`src/rtl/rgb_pkg.sv`:
```
// Shared types and helpers for the RGB frame capture path: capture state,
// pixel packing, frame-buffer rotation and frame size arithmetic.
package rgb_pkg;

  typedef enum logic {
    IDLE    = 1'b0,
    CAPTURE = 1'b1
  } state_t;

  function automatic longint unsigned frame_words(input int unsigned w,
                                                  input int unsigned h);
    return longint'(w) * longint'(h);
  endfunction

  // Result is right-aligned; the caller keeps the low out_w bits.
  function automatic logic [23:0] pack_pixel(input logic [23:0] rgb,
                                             input int unsigned out_w);
    if (out_w == 16) return {8'h00, rgb[23:19], rgb[15:10], rgb[7:3]};
    return rgb;
  endfunction

  // First buffer after wb (cyclically) that the reader is not using; wb itself if none.
  function automatic int unsigned next_buffer(input int unsigned wb,
                                              input int unsigned rb,
                                              input int unsigned nb);
    for (int unsigned k = 1; k < nb; k++) begin
      if ((wb + k) % nb != rb) return (wb + k) % nb;
    end
    return wb;
  endfunction

endpackage

```
`src/rtl/rgb_sync_edge.sv`:
```
// Registers hsync/vsync and reports rising/falling edges against the
// registered copy; shared with the display-side timing logic.
module rgb_sync_edge (
  input  logic rgbClk,
  input  logic nrst,
  input  logic hsync,
  input  logic vsync,
  output logic hsync_rise,
  output logic hsync_fall,
  output logic vsync_rise,
  output logic vsync_fall
);

  logic hsync_q, hsync_d;
  logic vsync_q, vsync_d;

  always_comb begin
    hsync_d = hsync;
    vsync_d = vsync;
  end

  always_ff @(posedge rgbClk) begin
    if (!nrst) begin
      hsync_q <= 1'b0;
      vsync_q <= 1'b0;
    end else begin
      hsync_q <= hsync_d;
      vsync_q <= vsync_d;
    end
  end

  assign hsync_rise = hsync & ~hsync_q;
  assign hsync_fall = ~hsync & hsync_q;
  assign vsync_rise = vsync & ~vsync_q;
  assign vsync_fall = ~vsync & vsync_q;

endmodule

```
`src/rtl/rgb_frame_writer.sv`:
```
// Captures parallel RGB video into a rotating set of frame buffers with 2-D
// addressing, cropping, and complete/short frame reporting.
module rgb_frame_writer
  import rgb_pkg::*;
#(
  parameter int RAM_ADDR_WIDTH = 32,
  parameter int RAM_DATA_WIDTH = 16,
  parameter int IMAGE_WIDTH    = 80,
  parameter int IMAGE_HEIGHT   = 48,
  parameter int NB_BUFFERS     = 2,
  parameter logic [RAM_ADDR_WIDTH-1:0] BASE_ADDR = '0,
  localparam int BUF_W = (NB_BUFFERS > 2) ? $clog2(NB_BUFFERS) : 1
) (
  input  logic                      rgbClk,
  input  logic                      nrst,
  input  logic [23:0]               rgb,
  input  logic                      hsync,
  input  logic                      vsync,
  input  logic [BUF_W-1:0]          readBuffer,
  output logic [RAM_ADDR_WIDTH-1:0] ramAddr,
  output logic [RAM_DATA_WIDTH-1:0] ramData,
  output logic                      writeEnable,
  output logic                      frameDone,
  output logic                      frameError,
  output logic [BUF_W-1:0]          lastBuffer
);

  localparam int X_W = $clog2(IMAGE_WIDTH + 1);
  localparam int Y_W = $clog2(IMAGE_HEIGHT + 1);
  localparam logic [X_W-1:0] X_MAX = X_W'(IMAGE_WIDTH);
  localparam logic [Y_W-1:0] Y_MAX = Y_W'(IMAGE_HEIGHT);
  localparam logic [RAM_ADDR_WIDTH-1:0] LINE_WORDS  = RAM_ADDR_WIDTH'(IMAGE_WIDTH);
  localparam logic [RAM_ADDR_WIDTH-1:0] FRAME_WORDS =
    RAM_ADDR_WIDTH'(frame_words(IMAGE_WIDTH, IMAGE_HEIGHT));

  if (!(RAM_DATA_WIDTH == 16 || RAM_DATA_WIDTH == 24)) begin : g_bad_data_width
    $error("rgb_frame_writer: RAM_DATA_WIDTH must be 16 or 24");
  end
  if (NB_BUFFERS < 2) begin : g_bad_nb_buffers
    $error("rgb_frame_writer: NB_BUFFERS must be at least 2");
  end

  logic hsync_rise, hsync_fall_unused, vsync_rise, vsync_fall;

  rgb_sync_edge u_sync_edge (
    .rgbClk     (rgbClk),
    .nrst       (nrst),
    .hsync      (hsync),
    .vsync      (vsync),
    .hsync_rise (hsync_rise),
    .hsync_fall (hsync_fall_unused),
    .vsync_rise (vsync_rise),
    .vsync_fall (vsync_fall)
  );

  state_t                    state_q, state_d;
  logic [X_W-1:0]            x_q, x_d;
  logic [Y_W-1:0]            y_q, y_d;
  logic [BUF_W-1:0]          wbuf_q, wbuf_d;
  logic [BUF_W-1:0]          last_buf_q, last_buf_d;
  logic [RAM_ADDR_WIDTH-1:0] row_base_q, row_base_d;
  logic [RAM_ADDR_WIDTH-1:0] ram_addr_q, ram_addr_d;
  logic [RAM_DATA_WIDTH-1:0] ram_data_q, ram_data_d;
  logic                      we_q, we_d;
  logic                      done_q, done_d;
  logic                      err_q, err_d;

  logic                      active;
  logic                      line_open;
  logic [Y_W-1:0]            y_closed;
  logic [BUF_W-1:0]          nxt_buf;

  assign active    = ~hsync & ~vsync;
  assign line_open = (x_q != '0);
  // Line count as it stands once any open line is closed.
  assign y_closed  = (line_open && y_q != Y_MAX) ? y_q + Y_W'(1) : y_q;
  assign nxt_buf   = BUF_W'(next_buffer(32'(wbuf_q), 32'(readBuffer), NB_BUFFERS));

  always_comb begin
    state_d    = state_q;
    x_d        = x_q;
    y_d        = y_q;
    wbuf_d     = wbuf_q;
    last_buf_d = last_buf_q;
    row_base_d = row_base_q;
    ram_addr_d = ram_addr_q;
    ram_data_d = ram_data_q;
    we_d       = 1'b0;
    done_d     = 1'b0;
    err_d      = 1'b0;

    case (state_q)
      IDLE: begin
        if (vsync_fall) begin
          wbuf_d     = nxt_buf;
          x_d        = '0;
          y_d        = '0;
          row_base_d = BASE_ADDR + FRAME_WORDS * RAM_ADDR_WIDTH'(nxt_buf);
          state_d    = CAPTURE;
        end
      end
      CAPTURE: begin
        if (active) begin
          if (x_q < X_MAX && y_q < Y_MAX) begin
            we_d       = 1'b1;
            ram_addr_d = row_base_q + RAM_ADDR_WIDTH'(x_q);
            ram_data_d = RAM_DATA_WIDTH'(pack_pixel(rgb, RAM_DATA_WIDTH));
          end
          if (x_q != X_MAX) x_d = x_q + X_W'(1);
        end
        // A vsync rise also closes a line whose hsync rises in the same cycle.
        if (vsync_rise) begin
          if (y_closed == Y_MAX) begin
            done_d     = 1'b1;
            last_buf_d = wbuf_q;
          end else begin
            err_d      = 1'b1;
          end
          x_d     = '0;
          y_d     = y_closed;
          state_d = IDLE;
        end else if (hsync_rise && line_open) begin
          y_d = y_closed;
          if (y_q != Y_MAX) row_base_d = row_base_q + LINE_WORDS;
          x_d = '0;
        end
      end
      default: state_d = IDLE;
    endcase
  end

  always_ff @(posedge rgbClk) begin
    if (!nrst) begin
      state_q    <= IDLE;
      x_q        <= '0;
      y_q        <= '0;
      wbuf_q     <= '0;
      last_buf_q <= '0;
      ram_addr_q <= '0;
      ram_data_q <= '0;
      we_q       <= 1'b0;
      done_q     <= 1'b0;
      err_q      <= 1'b0;
    end else begin
      state_q    <= state_d;
      x_q        <= x_d;
      y_q        <= y_d;
      wbuf_q     <= wbuf_d;
      last_buf_q <= last_buf_d;
      ram_addr_q <= ram_addr_d;
      ram_data_q <= ram_data_d;
      we_q       <= we_d;
      done_q     <= done_d;
      err_q      <= err_d;
    end
  end

  // Row base is reloaded at every frame start before it is used.
  always_ff @(posedge rgbClk) begin
    row_base_q <= row_base_d;
  end

  assign ramAddr     = ram_addr_q;
  assign ramData     = ram_data_q;
  assign writeEnable = we_q;
  assign frameDone   = done_q;
  assign frameError  = err_q;
  assign lastBuffer  = last_buf_q;

endmodule

```
`config.mk`:
```
export PLATFORM = sky130hd
export DESIGN_NAME = rgb_frame_writer
export DESIGN_NICKNAME = d
export VERILOG_FILES = /design/src/rtl/rgb_pkg.sv /design/src/rtl/rgb_sync_edge.sv /design/src/rtl/rgb_frame_writer.sv
export SDC_FILE = /design/constraint.sdc
export NUM_CORES = 1
export LEC_CHECK = 0
export BUFFER_PORTS_ARGS = -buffer_cell sky130_fd_sc_hd__buf_4
export CORE_ASPECT_RATIO = 1.1
export CORE_MARGIN = 8
export CORE_UTILIZATION = 43
export CTS_CLUSTER_DIAMETER = 120
export CTS_CLUSTER_SIZE = 10
export DETAILED_ROUTE_END_ITERATION = 10
export PLACE_DENSITY = 0.66
export SLEW_MARGIN = 15
export SYNTH_ARGS = -nofsm -noshare
export SYNTH_HDL_FRONTEND = slang
export SYNTH_SLANG_ARGS = --single-unit
```
`constraint.sdc`:
```
create_clock -name rgbClk -period 2.7 [get_ports rgbClk]
set_input_delay 0.27 -clock rgbClk [delete_from_list [all_inputs] [get_ports rgbClk]]
set_output_delay 0.27 -clock rgbClk [all_outputs]
set_load 0.03 [all_outputs]
```
Yosys cells after proc, flatten, opt, wreduce, memory -nomap -nowiden
Index checks and enable logic that the tools add are counted.
{"block": "classes", "add_sub_neg": 5, "multipliers": 1, "order_cmp": 2, "eq_ne": 11, "n_mux": 29, "bitwise": 9, "n_reduce_logical": 12}
{"operator": "32-bit two-way mux", "count": 4}
{"operator": "32-bit one-hot mux with 2 select lines", "count": 1}
{"operator": "7-bit two-way mux", "count": 5}
{"operator": "32-bit by 7-bit adder with 32-bit output", "count": 1}
{"operator": "32-bit by 7-bit adder with 32-bit output (second input constant)", "count": 1}
{"operator": "6-bit two-way mux", "count": 4}
{"operator": "16-bit two-way mux", "count": 1}
{"operator": "3-bit AND reduction", "count": 5}
{"operator": "7-bit one-hot mux with 2 select lines", "count": 1}
{"operator": "6-bit one-hot mux with 2 select lines", "count": 1}
{"operator": "1-bit two-way mux", "count": 11}
{"operator": "4-bit by 1-bit inequality test with 1-bit output (second input constant)", "count": 2}
{"operator": "7-bit by 1-bit adder with 7-bit output (second input constant)", "count": 1}
{"operator": "7-bit < comparator (second input constant)", "count": 1}
{"operator": "7-bit inequality test (second input constant)", "count": 1}
{"operator": "7-bit nonzero test", "count": 1}
{"operator": "6-bit by 1-bit adder with 6-bit output (second input constant)", "count": 1}
{"operator": "6-bit == test (second input constant)", "count": 1}
{"operator": "6-bit < comparator (second input constant)", "count": 1}
{"operator": "2-bit by 1-bit inequality test with 1-bit output (second input constant)", "count": 3}
{"operator": "6-bit inequality test (second input constant)", "count": 1}
{"operator": "4-bit by 1-bit multiplier with 5-bit output (first input constant)", "count": 1}
{"operator": "1-bit NOT", "count": 5}
{"operator": "1-bit bitwise AND", "count": 4}
{"operator": "other kinds (8)", "count": 11}
{"block": "totals", "register_bits": 101, "input_bits": 29, "output_inout_bits": 52, "wordCells": 82}

Longest topological paths before layout
Gate-level depths: netlist of run 1.
{"block": "depth", "ltp_word": 7, "depth_mapped": 8, "depth_no_buf": 8}

By module
From an unflattened synthesis of run 1, not the netlist that was laid out.
{"block": "unflattened", "hier_cells": 553, "area_unflattened_um2": 4849.7}
{"mod": "rgb_frame_writer", "instances": 1, "cells_per_inst": 545, "area_per_inst_um2": 4772.1, "seq_area_each_um2": 2182.1}
{"mod": "rgb_sync_edge", "instances": 1, "cells_per_inst": 8, "area_per_inst_um2": 77.6, "seq_area_each_um2": 40.0}

Worst setup path before layout of run 1
Ideal clock, no wire load.
{"block": "synth_path", "path_type": "flip-flop to flip-flop", "startpoint": "reg y_q[0]", "endpoint": "reg row_base_q[10], enable pin", "setup_time_ns": 0.386, "arrival_ns": 1.881, "required_time_ns": 2.314, "setup_slack_ns": 0.433, "stages_incl_launch_ff": 7, "n_path_buf": 0, "synth_period_minus_slack_ns": 2.267, "path_cell_list": "dfxtp_1 > inv_1 > ha_1 > nand4b_1 > nor2_1 > a21oi_1 > a41o_1"}
{"block": "synth_via", "elab_chain_cells": 3}
{"item": "from (decl)", "line_no": "rgb_frame_writer.sv:58", "rtl": "logic [Y_W-1:0] y_q, y_d;"}
{"item": "from (signal assigned)", "line_no": "rgb_frame_writer.sv:147", "rtl": "y_q <= y_d;"}
{"item": "6-bit inequality test", "line_no": "rgb_frame_writer.sv:124", "rtl": "if (y_q != Y_MAX) row_base_d = row_base_q + LINE_WORDS;"}
{"item": "2-bit by 1-bit inequality test with 1-bit output (no line)"}
{"item": "4-bit AND reduction (no line)"}
{"item": "to (signal assigned)", "line_no": "rgb_frame_writer.sv:160", "rtl": "row_base_q <= row_base_d;"}
{"item": "to (decl)", "line_no": "rgb_frame_writer.sv:61", "rtl": "logic [RAM_ADDR_WIDTH-1:0] row_base_q, row_base_d;"}
No other way between the ends.
A chain may end at the register's enable or synchronous reset.

Final worst setup path of run 1
{"block": "layout_path", "startpoint": "reg x_q[0]", "endpoint": "reg last_buf_q (netlist: lastBuffer)"}
{"block": "layout_via", "elab_chain_cells": 5}
{"item": "from (decl)", "line_no": "rgb_frame_writer.sv:57", "rtl": "logic [X_W-1:0] x_q, x_d;"}
{"item": "from (signal assigned)", "line_no": "rgb_frame_writer.sv:135", "rtl": "x_q <= '0;"}
{"item": "from (signal assigned)", "line_no": "rgb_frame_writer.sv:146", "rtl": "x_q <= x_d;"}
{"item": "7-bit nonzero test", "line_no": "rgb_frame_writer.sv:74", "rtl": "assign line_open = (x_q != '0);"}
{"item": "1-bit logical AND", "line_no": "rgb_frame_writer.sv:76", "rtl": "assign y_closed = (line_open && y_q != Y_MAX) ? y_q + Y_W'(1) : y_q;"}
{"item": "6-bit two-way mux", "line_no": "rgb_frame_writer.sv:76"}
{"item": "6-bit == test", "line_no": "rgb_frame_writer.sv:113", "rtl": "if (y_closed == Y_MAX) begin"}
{"item": "3-bit AND reduction (no line)"}
{"item": "to (signal assigned)", "line_no": "rgb_frame_writer.sv:149", "rtl": "last_buf_q <= last_buf_d;"}
{"item": "to (decl)", "line_no": "rgb_frame_writer.sv:60", "rtl": "logic [BUF_W-1:0] last_buf_q, last_buf_d;"}
No other way between the ends.

==> run_results.csv, run 1 <==
group,metric,value,unit
floorplan,die_area,14840,sq um
logic_synthesis,synth_area_leader_cell,"dfxtp_1",
layout,antennaDiodeCount,0,
worst_setup_path,crit_slowest_cell,"or4b_2",
clock_tree,clock_sinks,97,
route,vias_per_cell,5.262,
power_and_ir_drop,p_seq_share,51.9,%
power_and_ir_drop,switching_share,24.31,%
logic_synthesis,synth-main-ff-cell,"dfxtp_1",
timing,worstMarginPinSlew,0.6436,ns
route,drtIter0Drc,279,
logic_synthesis,async_flop_share,0,%
worst_setup_path,crit_path_start_kind,"flop",
logic_synthesis,synth_area_leaders,"dfxtp_1 (29%), edfxtp_1 (17%), nand2_1 (6.2%)",
flow_run,max-cap-violations,0,
route,routed_wl,11960,microns
logic_synthesis,yosysWarnings,0,
layout,layout-drive-gt1-share,19.12,%
global_routing,grt_pass1_vias,3866,
clock_tree,cts_setup_buffers,0,
global_routing,antenna_found_initial,0,
clock_tree,insertion_delay,0.35,ns
route,wl_per_cell,15.65,microns
global_routing,grt_pass1_wl,19390,microns
power_and_ir_drop,p_leak,2.078,nW
clock_tree,path_clk_slew,0.07,ns
worst_setup_path,crit_type,"flop to flop",
global_routing,track_usage,16.41,%
logic_synthesis,mappedNetlistNets,585,
timing,clock.fmax,398.8,MHz
logic_synthesis,synth_area,4815,sq um
timing,max_slew_margin,56.73,%
route,num_vias,4020,
power_and_ir_drop,internal-power,2.260,mW
global_routing,overflow,0,
logic_synthesis,synth.most_common_cell,"nand2_1",
worst_setup_path,critPathMaxStageDelay,0.67,ns
timing,rsz0062_at_grt,"no",
timing,hold_viol,0,
power_and_ir_drop,p_comb_share,6.2,%
floorplan,initial_core_util,44.13,%
worst_setup_path,required,2.93,ns
worst_setup_path,cp_max_fo,5,
clock_tree,clock_path_buffers,2,
clock_tree,cts_buffers,9,
floorplan,io_pins,81,
worst_setup_path,reg2reg_slack,0.19,ns
logic_synthesis,synth-seq-cells,97,
logic_synthesis,syn_area_per_cell,8.802,sq um
floorplan,die_h,127.0,microns
global_routing,grt_start_max_net_pins,52,
worst_setup_path,cp.arrival,2.73,ns
route,ant_nets,0,
layout,final_nets,650,
clock_tree,cts_root_buf,"clkbuf_16",
placed_design,place.gp.congestion,0.9082,
outcome,status,"complete, no violations",
power_and_ir_drop,p_per_area,517.6,nW/um^2
worst_hold_path,hold_path.class,"input pin to flop",
worst_setup_path,cp-end-kind,"flop",
placed_design,io_buffers,72,
route,drtPass1Iterations,4,
floorplan,num_rows,40,
logic_synthesis,ys_types,57,
logic_synthesis,synth_top_area_share,28.69,%
logic_synthesis,synth_edf_count,28,
floorplan,die_w,116.9,microns
timing,slew_viol_final,0,
power_and_ir_drop,pwr-share-clk,41.9,%
worst_setup_path,path_cells,"inv_1, ha_1, or4b_2, o2111ai_1, xor2_1, a311oi_1, buf_4, nand3_1, mux2i_1",
layout,syn2layout_area_growth,19.83,%
clock_tree,htreeDepth,3,
power_and_ir_drop,peakVddDrop,0.2721,mV
timing,fin_skew,0.01121,ns
power_and_ir_drop,power.switching,0.7258,mW
timing,finalCriticalPeriod,2.507,ns
logic_synthesis,synthCells,547,
timing,finalSetupViolCount,0,
logic_synthesis,synth_commonest_cells,"nand2_1 (79), dfxtp_1 (69), nor2_1 (66)",
clock_tree,cts_tree,"done",
timing,setup_tns,0,ns
timing,timing.hold.ws,0.1227,ns
placed_design,dp_hpwl,8626,microns
route,drc,0,
floorplan,core-area,10910,sq um
logic_synthesis,seq_area_frac_synth,46.15,%
timing,post-route-period-util,92.87,%
[routing by layer]
metal  vias up  routed length, microns  GRT usage (%)
met4         0                     146          4.827
li1       2043                       -              -
met2        77                    5822          27.45
met1      1881                    5434          20.57
met3        19                     553          3.582
met5         -                       0              0
[worst paths after layout]
path / from / to / cells after the start
max reg2reg: x_q[0]$_SDFFE_PN0P_ / lastBuffer$_SDFFE_PN0P_ / 9
max: x_q[0]$_SDFFE_PN0P_ / lastBuffer$_SDFFE_PN0P_ / 9
min reg2reg: ramData[15]$_SDFFE_PN0P_ / ramData[15]$_SDFFE_PN0P_ / 2
min: readBuffer / wbuf_q$_SDFFE_PN0P_ / 2
[flip-flops by register name, indices dropped and copies added (netlist names)]
signal / flops
wbuf_q: 1
state_q: 1
u_sync_edge.hsync_q: 1
row_base_q: 28
frameError: 1
y_q: 6
u_sync_edge.vsync_q: 1
x_q: 7
writeEnable: 1
frameDone: 1
lastBuffer: 1
ramData: 16
ramAddr: 32
[placed cells by master (no fill, tap or decap), types with 2 or more instances in the layout]
cell type / netlist / layout
buf_4: 2 / 85
nand2_1: 79 / 79
dfxtp_1: 69 / 69
nor2_1: 66 / 66
a21oi_1: 51 / 51
xor2_1: 28 / 28
edfxtp_1: 28 / 28
xnor2_1: 26 / 26
o21ai_0: 26 / 26
nand3_1: 18 / 18
a211oi_1: 18 / 18
nand4_1: 16 / 16
nor3_1: 11 / 10
clkbuf_16: 0 / 9
inv_1: 8 / 8
ha_1: 8 / 8
nor4_1: 7 / 6
and3_1: 5 / 5
nor2b_1: 4 / 4
or3_1: 4 / 4
inv_6: 0 / 4
nand2b_1: 3 / 3
and2_1: 3 / 3
nand2_2: 2 / 2
or4_1: 2 / 2
or4_4: 2 / 2
or3_2: 2 / 2
or2_2: 2 / 2
nor3_2: 1 / 2
a211o_1: 2 / 2
o31ai_1: 2 / 2
[logic make-up (layout without fill, tap and decap cells)]
logic type,Yosys count,count (layout),synth area share [%]
xor gates and xnor gates,54,54,9.823
and+or+nand+nor,232,232,22.79
buffers and inverters,42,112,4.885
DFF,97,97,46.15
muxes,1,1,0.2079
adders and majority gates,9,9,2.495
AOI/OAI and AO/OA,112,112,13.64
[power by group through the flow]
stage               clock [mW]  combinational (mW)  sequential, mW
floorplan                    0               0.102            1.59
global placement             0               0.183            1.58
detailed placement           0               0.185            1.58
CTS                       1.28               0.186            1.55
global route              1.34               0.203            1.55
finish                    1.25               0.186            1.55
[cell type report]
cell class,count,area [sq um]
well taps,147,183.9
fillers,1082,5141
clock buffers,11,242.7
multi-input cells,408,2381
inverters,10,37.54
clock inverters,5,43.79
flip-flops and latches,97,2222
repair buffers,86,658.1
[through the flow]
step | util (%) | area [sq um] | total power [mW] | instances | setup slack [ns]
floorplan | - | 4815 | 1.695 | 547 | 0.4329
global placement | 50.08 | 5464 | 1.765 | 748 | 0.1908
detailed placement | 50.08 | 5464 | 1.768 | 748 | 0.1070
CTS | 52.71 | 5751 | 3.011 | 764 | 0.04869
global route | 52.88 | 5769 | 3.093 | 764 | 0.004249
finish | 52.88 | 5769 | 2.986 | 764 | 0.1925
[timing repair]
action | 4_1_cts | 5_1_grt
gates resized for setup | 0 | 3
hold buffers | 0 | 0
endpoints found under the setup margin | 0 | 11
[critical path: cells and delay by family, from the launching register on]
family | cells | cell delay [ns]
simple gates | 2 | 0.76
compound gates | 2 | 0.55
flops | 1 | 0.36
buf+inv | 2 | 0.30
fa+ha+maj | 1 | 0.18
mux | 1 | 0.13
xor+xnor | 1 | 0.12
Power figures use the tool's default switching activity.
==> run 2, diff against run 1 <==
--- a/config.mk
+++ b/config.mk
@@ -16,4 +16,5 @@
 export SLEW_MARGIN = 15
 export SYNTH_ARGS = -nofsm -noshare
 export SYNTH_HDL_FRONTEND = slang
+export SYNTH_HIERARCHICAL = 1
 export SYNTH_SLANG_ARGS = --single-unit
==> run 2 against run 1 <==
Sequential cell count did not move. Cell area rose by 0.76%. Combinational power fell by 6%. Register-to-register slack improved by 0.12 ns. Non-clock buffer count fell by 5. Largest cell class unchanged. Largest power group unchanged.
==> run_results.csv, run 2 <==
group,metric,value,unit
worst_setup_path,reg2reg_depth,8,
clock_tree,clock_path_buffers,2,
placed_design,place.gp.congestion,0.8667,
layout,fillers,1025,
floorplan,num_rows,40,
layout,final_common_cell,"buf_4",
power_and_ir_drop,power.switching,0.6820,mW
worst_setup_path,reg2reg_slack,0.31,ns
logic_synthesis,syn_area_per_cell,8.774,sq um
timing,timing.hold.ws,0.1159,ns
global_routing,grt_pass1_vias,3978,
worst_setup_path,cp-end-kind,"flop",
worst_setup_path,crit_end,"ramAddr[18]$_SDFFE_PN0P_",
worst_setup_path,reg2reg_to,"ramAddr[18]$_SDFFE_PN0P_",
floorplan,die_area,14920,sq um
worst_setup_path,worstReg2RegStart,"x_q[4]$_SDFFE_PN0P_",
timing,clock.fmax,418.0,MHz
power_and_ir_drop,switching_share,22.83,%
timing,fin_skew,0.01169,ns
power_and_ir_drop,p_per_area,513.8,nW/um^2
placed_design,io_buffers,72,
clock_tree,cts_tree,"done",
layout,seq_area,2222,sq um
worst_setup_path,crit_type,"flop to flop",
route,ant_nets,0,
logic_synthesis,synth_area,4843,sq um
clock_tree,ctsResizeCount,0,
power_and_ir_drop,peakVddDrop,0.3387,mV
layout,multiInputGateArea,2447,sq um
worst_setup_path,critPathTopFamily,"adder cells",
logic_synthesis,synthCells,552,
logic_synthesis,yosysWarnings,6,
worst_setup_path,crit_buf_inv,2,
global_routing,grt_pass1_wl,19570,microns
timing,worstMarginPinSlew,0.8080,ns
layout,syn2layout_area_growth,20.02,%
timing,slew_viol_final,0,
outcome,status,"complete, no violations",
timing,finalCriticalPeriod,2.392,ns
route,wl_per_cell,15.18,microns
route,drtIter0Drc,244,
worst_setup_path,required,2.95,ns
timing,hold_viol,0,
clock_tree,htreeDepth,3,
clock_tree,cts_hold_buf,0,
global_routing,antenna_found_initial,0,
clock_tree,cts_buffers,9,
power_and_ir_drop,power,2.987,mW
timing,max_slew_margin,46.06,%
logic_synthesis,mappedNetlistNets,590,
route,routed_wl,11580,microns
layout,antennaDiodeCount,0,
worst_setup_path,path_cells,"ha_1, inv_1, fa_1, nor2b_1, o2111ai_1, buf_4, or3_1, a311oi_1",
timing,post-route-period-util,88.61,%
placed_design,dp_hpwl,8353,microns
flow_run,max-cap-violations,0,
floorplan,die_h,127.3,microns
layout,final_nets,649,
layout,layout-drive-gt1-share,17.37,%
worst_setup_path,cp.depth,8,
power_and_ir_drop,p_leak,2.135,nW
worst_setup_path,crit_path_start_kind,"flop",
floorplan,core-area,10960,sq um
power_and_ir_drop,pwr-share-clk,42.4,%
clock_tree,insertion_delay,0.34,ns
route,num_vias,4061,
clock_tree,clock_sinks,97,
worst_setup_path,critPathMaxStageDelay,0.43,ns
layout,final_cell_mix,"buf_4 (80), nand2_1 (74), dfxtp_1 (69)",
worst_setup_path,cp.arrival,2.64,ns
clock_tree,cts_setup_buffers,0,
timing,setup_tns,0,ns
global_routing,grt_start_max_net_pins,48,
power_and_ir_drop,internal-power,2.305,mW
route,vias_per_cell,5.322,
route,drc,0,
clock_tree,path_clk_slew,0.07,ns
route,drtPass1Iterations,4,
timing,rsz0062_at_grt,"no",
worst_setup_path,cp_max_fo,7,
worst_setup_path,crit_path_start,"x_q[4]$_SDFFE_PN0P_",
floorplan,die_w,117.2,microns
clock_tree,cts_root_buf,"clkbuf_16",
floorplan,io_pins,81,
layout,largest_reg_flops,32,
worst_setup_path,crit_slowest_cell,"dfxtp_1",
global_routing,track_usage,16.26,%
timing,finalSetupViolCount,0,
worst_hold_path,hold_path.class,"input pin to flop",
power_and_ir_drop,p_comb_share,5.8,%
global_routing,overflow,0,
floorplan,initial_core_util,44.19,%
power_and_ir_drop,p_seq_share,51.8,%
run 2: how the worst min path moves through the flow:
stage,from,end,slack (ns),depth (start not counted)
detailed placement,ramData[12]$_SDFFE_PN0P_,ramData[12]$_SDFFE_PN0P_,0.45,2
floorplan,readBuffer,wbuf_q$_SDFFE_PN0P_,0.37,1
CTS,readBuffer,wbuf_q$_SDFFE_PN0P_,0.11,2
global route,readBuffer,wbuf_q$_SDFFE_PN0P_,0.12,2
global placement,ramData[14]$_SDFFE_PN0P_,ramData[14]$_SDFFE_PN0P_,0.44,2
finish,readBuffer,wbuf_q$_SDFFE_PN0P_,0.12,2
run 2: power by group through the flow:
| stage | combinational (mW) | clock [mW] | sequential, mW |
|---|---|---|---|
| after floorplan | 0.0937 | 0 | 1.59 |
| after global routing | 0.193 | 1.36 | 1.55 |
| after global placement | 0.174 | 0 | 1.58 |
| after detailed placement | 0.176 | 0 | 1.58 |
| final | 0.175 | 1.27 | 1.55 |
| after CTS | 0.177 | 1.29 | 1.55 |
run 2: metrics by stage:
stage | worst slack, ns | util [%] | instance area (sq um) | instances
2_1_floorplan | 0.5521 | - | 4843 | 552
3_3_place_gp | 0.3532 | 50.32 | 5515 | 747
3_5_place_dp | 0.3363 | 50.32 | 5515 | 747
4_1_cts | 0.2830 | 53.04 | 5813 | 763
5_1_grt | 0.1174 | 53.04 | 5813 | 763
6_report | 0.3076 | 53.04 | 5813 | 763
run 2: metal layers:
metal / GRT usage [%] / up-vias / routed length [microns]
li1: - / 2052 / -
met1: 19.64 / 1905 / 5071
met2: 27.73 / 90 / 5774
met3: 3.582 / 14 / 544
met4: 5.279 / 0 / 193
met5: 0 / - / 0
run 2: area by class of cell:
| cell class | instances | share of cell area [%] |
|---|---|---|
| clock buffer | 12 | 4.606 |
| clock inverter | 4 | 0.5166 |
| inverter | 11 | 0.7103 |
| multi-input combinational | 411 | 42.10 |
| sequential | 97 | 38.23 |
| tap | 147 | 3.164 |
| timing repair buffer | 81 | 10.68 |
==> run 3, diff against run 2 <==
--- a/config.mk
+++ b/config.mk
@@ -13,8 +13,7 @@
 export CTS_CLUSTER_SIZE = 10
 export DETAILED_ROUTE_END_ITERATION = 10
 export PLACE_DENSITY = 0.66
-export SLEW_MARGIN = 15
+export SLEW_MARGIN = 20
 export SYNTH_ARGS = -nofsm -noshare
 export SYNTH_HDL_FRONTEND = slang
-export SYNTH_HIERARCHICAL = 1
 export SYNTH_SLANG_ARGS = --single-unit
==> run 3 against run 2 <==
Cell count grew 0.13%. Global-route usage grew 0.15 points. Largest power group unchanged. Critical path type unchanged. Sequential share of layout area grew 0.29 points. Worst hold slack gained 0.0070 ns. Fmax shrank 4.6%.
==> run_results.csv, run 3 (synthesized netlist as in run 1, its figures left out) <==
group,metric,value,unit
layout,fin_util,52.88,%
layout,multiInputGateArea,2381,sq um
layout,fillers,1082,
global_routing,grt_pass1_wl,19390,microns
worst_setup_path,worstReg2RegStart,"x_q[0]$_SDFFE_PN0P_",
worst_setup_path,reg2reg_depth,9,
power_and_ir_drop,p_seq_share,51.9,%
timing,slew_viol_final,0,
floorplan,die_w,116.9,microns
route,drtPass1Iterations,4,
global_routing,track_usage,16.41,%
power_and_ir_drop,switching_share,24.27,%
timing,clock.fmax,399.0,MHz
route,vias_per_cell,5.253,
worst_setup_path,crit_path_start_kind,"flop",
flow_run,max-cap-violations,0,
route,drc,0,
timing,fin_skew,0.01129,ns
floorplan,die_h,127.0,microns
layout,layout-drive-gt1-share,19.12,%
timing,finalCriticalPeriod,2.507,ns
route,ant_nets,0,
worst_setup_path,crit_buf_inv,2,
timing,worstMarginPinSlew,0.6544,ns
power_and_ir_drop,power.switching,0.7243,mW
worst_setup_path,critPathMaxStageDelay,0.67,ns
clock_tree,insertion_delay,0.35,ns
worst_setup_path,crit_path_start,"x_q[0]$_SDFFE_PN0P_",
outcome,status,"complete, no violations",
floorplan,initial_core_util,44.13,%
layout,final_nets,650,
clock_tree,cts_hold_buf,0,
power_and_ir_drop,peakVddDrop,0.2724,mV
layout,final_common_cell,"buf_4",
worst_setup_path,reg2reg_slack,0.19,ns
route,wl_per_cell,15.66,microns
worst_setup_path,cp.arrival,2.73,ns
worst_hold_path,hold_path.class,"input pin to flop",
worst_hold_path,hold_end,"wbuf_q$_SDFFE_PN0P_",
layout,largest_reg_flops,32,
power_and_ir_drop,power,2.985,mW
layout,final_cell_mix,"buf_4 (85), nand2_1 (79), dfxtp_1 (69)",
timing,hold_viol,0,
worst_setup_path,crit_slowest_cell,"or4b_2",
layout,syn2layout_area_growth,19.83,%
global_routing,antenna_found_initial,0,
placed_design,io_buffers,72,
route,routed_wl,11960,microns
worst_setup_path,cp_max_fo,5,
worst_setup_path,path_cells,"inv_1, ha_1, or4b_2, o2111ai_1, xor2_1, a311oi_1, buf_4, nand3_1, mux2i_1",
power_and_ir_drop,pwr-share-clk,41.8,%
clock_tree,clock_sinks,97,
power_and_ir_drop,p_leak,2.078,nW
route,drtIter0Drc,303,
timing,post-route-period-util,92.83,%
clock_tree,htreeDepth,3,
global_routing,overflow,0,
floorplan,die_area,14840,sq um
worst_hold_path,whs_path_depth,2,
route,num_vias,4013,
timing,setup_tns,0,ns
worst_setup_path,critPathTopFamily,"simple AND/OR/NAND/NOR gates",
placed_design,place.gp.congestion,0.9082,
power_and_ir_drop,p_per_area,517.3,nW/um^2
clock_tree,path_clk_slew,0.07,ns
timing,rsz0062_at_grt,"no",
clock_tree,cts_buffers,9,
global_routing,grt_pass1_vias,3866,
global_routing,grt_start_max_net_pins,52,
timing,max_slew_margin,56.01,%
worst_setup_path,crit_type,"flop to flop",
floorplan,core-area,10910,sq um
clock_tree,cts_root_buf,"clkbuf_16",
layout,seq_area,2222,sq um
clock_tree,cts_tree,"done",
layout,stdcell_area,5769,sq um
floorplan,num_rows,40,
layout,antennaDiodeCount,0,
worst_setup_path,reg2reg_to,"lastBuffer$_SDFFE_PN0P_",
worst_hold_path,min_from,"readBuffer",
placed_design,dp_hpwl,8626,microns
clock_tree,clock_path_buffers,2,
timing,finalSetupViolCount,0,
floorplan,io_pins,81,
worst_setup_path,required,2.93,ns
worst_setup_path,cp-end-kind,"flop",
power_and_ir_drop,p_comb_share,6.2,%
power_and_ir_drop,internal-power,2.260,mW
clock_tree,cts_setup_buffers,0,
placed_design,placed_area,5464,sq um
## run 3: how the worst max path moves through the flow
stage,depth (start not counted),endpoint
after floorplan,6,row_base_q[10]$_DFFE_PP_
after global placement,8,ramAddr[22]$_SDFFE_PN0P_
after detailed placement,8,ramAddr[22]$_SDFFE_PN0P_
after CTS,8,ramAddr[22]$_SDFFE_PN0P_
after global routing,9,lastBuffer$_SDFFE_PN0P_
final,9,lastBuffer$_SDFFE_PN0P_
## run 3: per-stage QoR
step	std cells	setup WS, ns	hold WS (ns)
floorplan	547	0.4329	0.3656
global placement	748	0.1908	0.4420
finish	764	0.1935	0.1229
global route	764	0.004249	0.1320
CTS	764	0.04869	0.1141
detailed placement	748	0.1070	0.4476
## run 3: power by group through the flow
stage | sequential [mW] | clock, mW | combinational [mW]
floorplan | 1.59 | 0 | 0.102
global placement | 1.58 | 0 | 0.183
detailed placement | 1.58 | 0 | 0.185
CTS | 1.55 | 1.28 | 0.186
global route | 1.55 | 1.34 | 0.203
finish | 1.55 | 1.25 | 0.186
## run 3: what timing repair did
| action | 4_1_cts | 5_1_grt |
|---|---|---|
| endpoints found under the setup margin | 0 | 10 |
| endpoints found under the hold margin | 0 | 0 |
| gates resized for setup | 0 | 2 |
## run 3: cell type report
| cell class | instances | share of cell area [%] |
|---|---|---|
| Sequential cell | 97 | 38.52 |
| Inverter | 10 | 0.6506 |
| Multi-Input combinational cell | 408 | 41.27 |
| Clock inverter | 5 | 0.7591 |
| Tap cell | 147 | 3.188 |
| Timing Repair Buffer | 86 | 11.41 |
| Clock buffer | 11 | 4.207 |
## run 3: routing by layer
layer  track usage, %  wire (microns)
met5                0               0
met4            4.827             124
met3            3.582             567
met2            27.45            5857
met1            20.57            5412
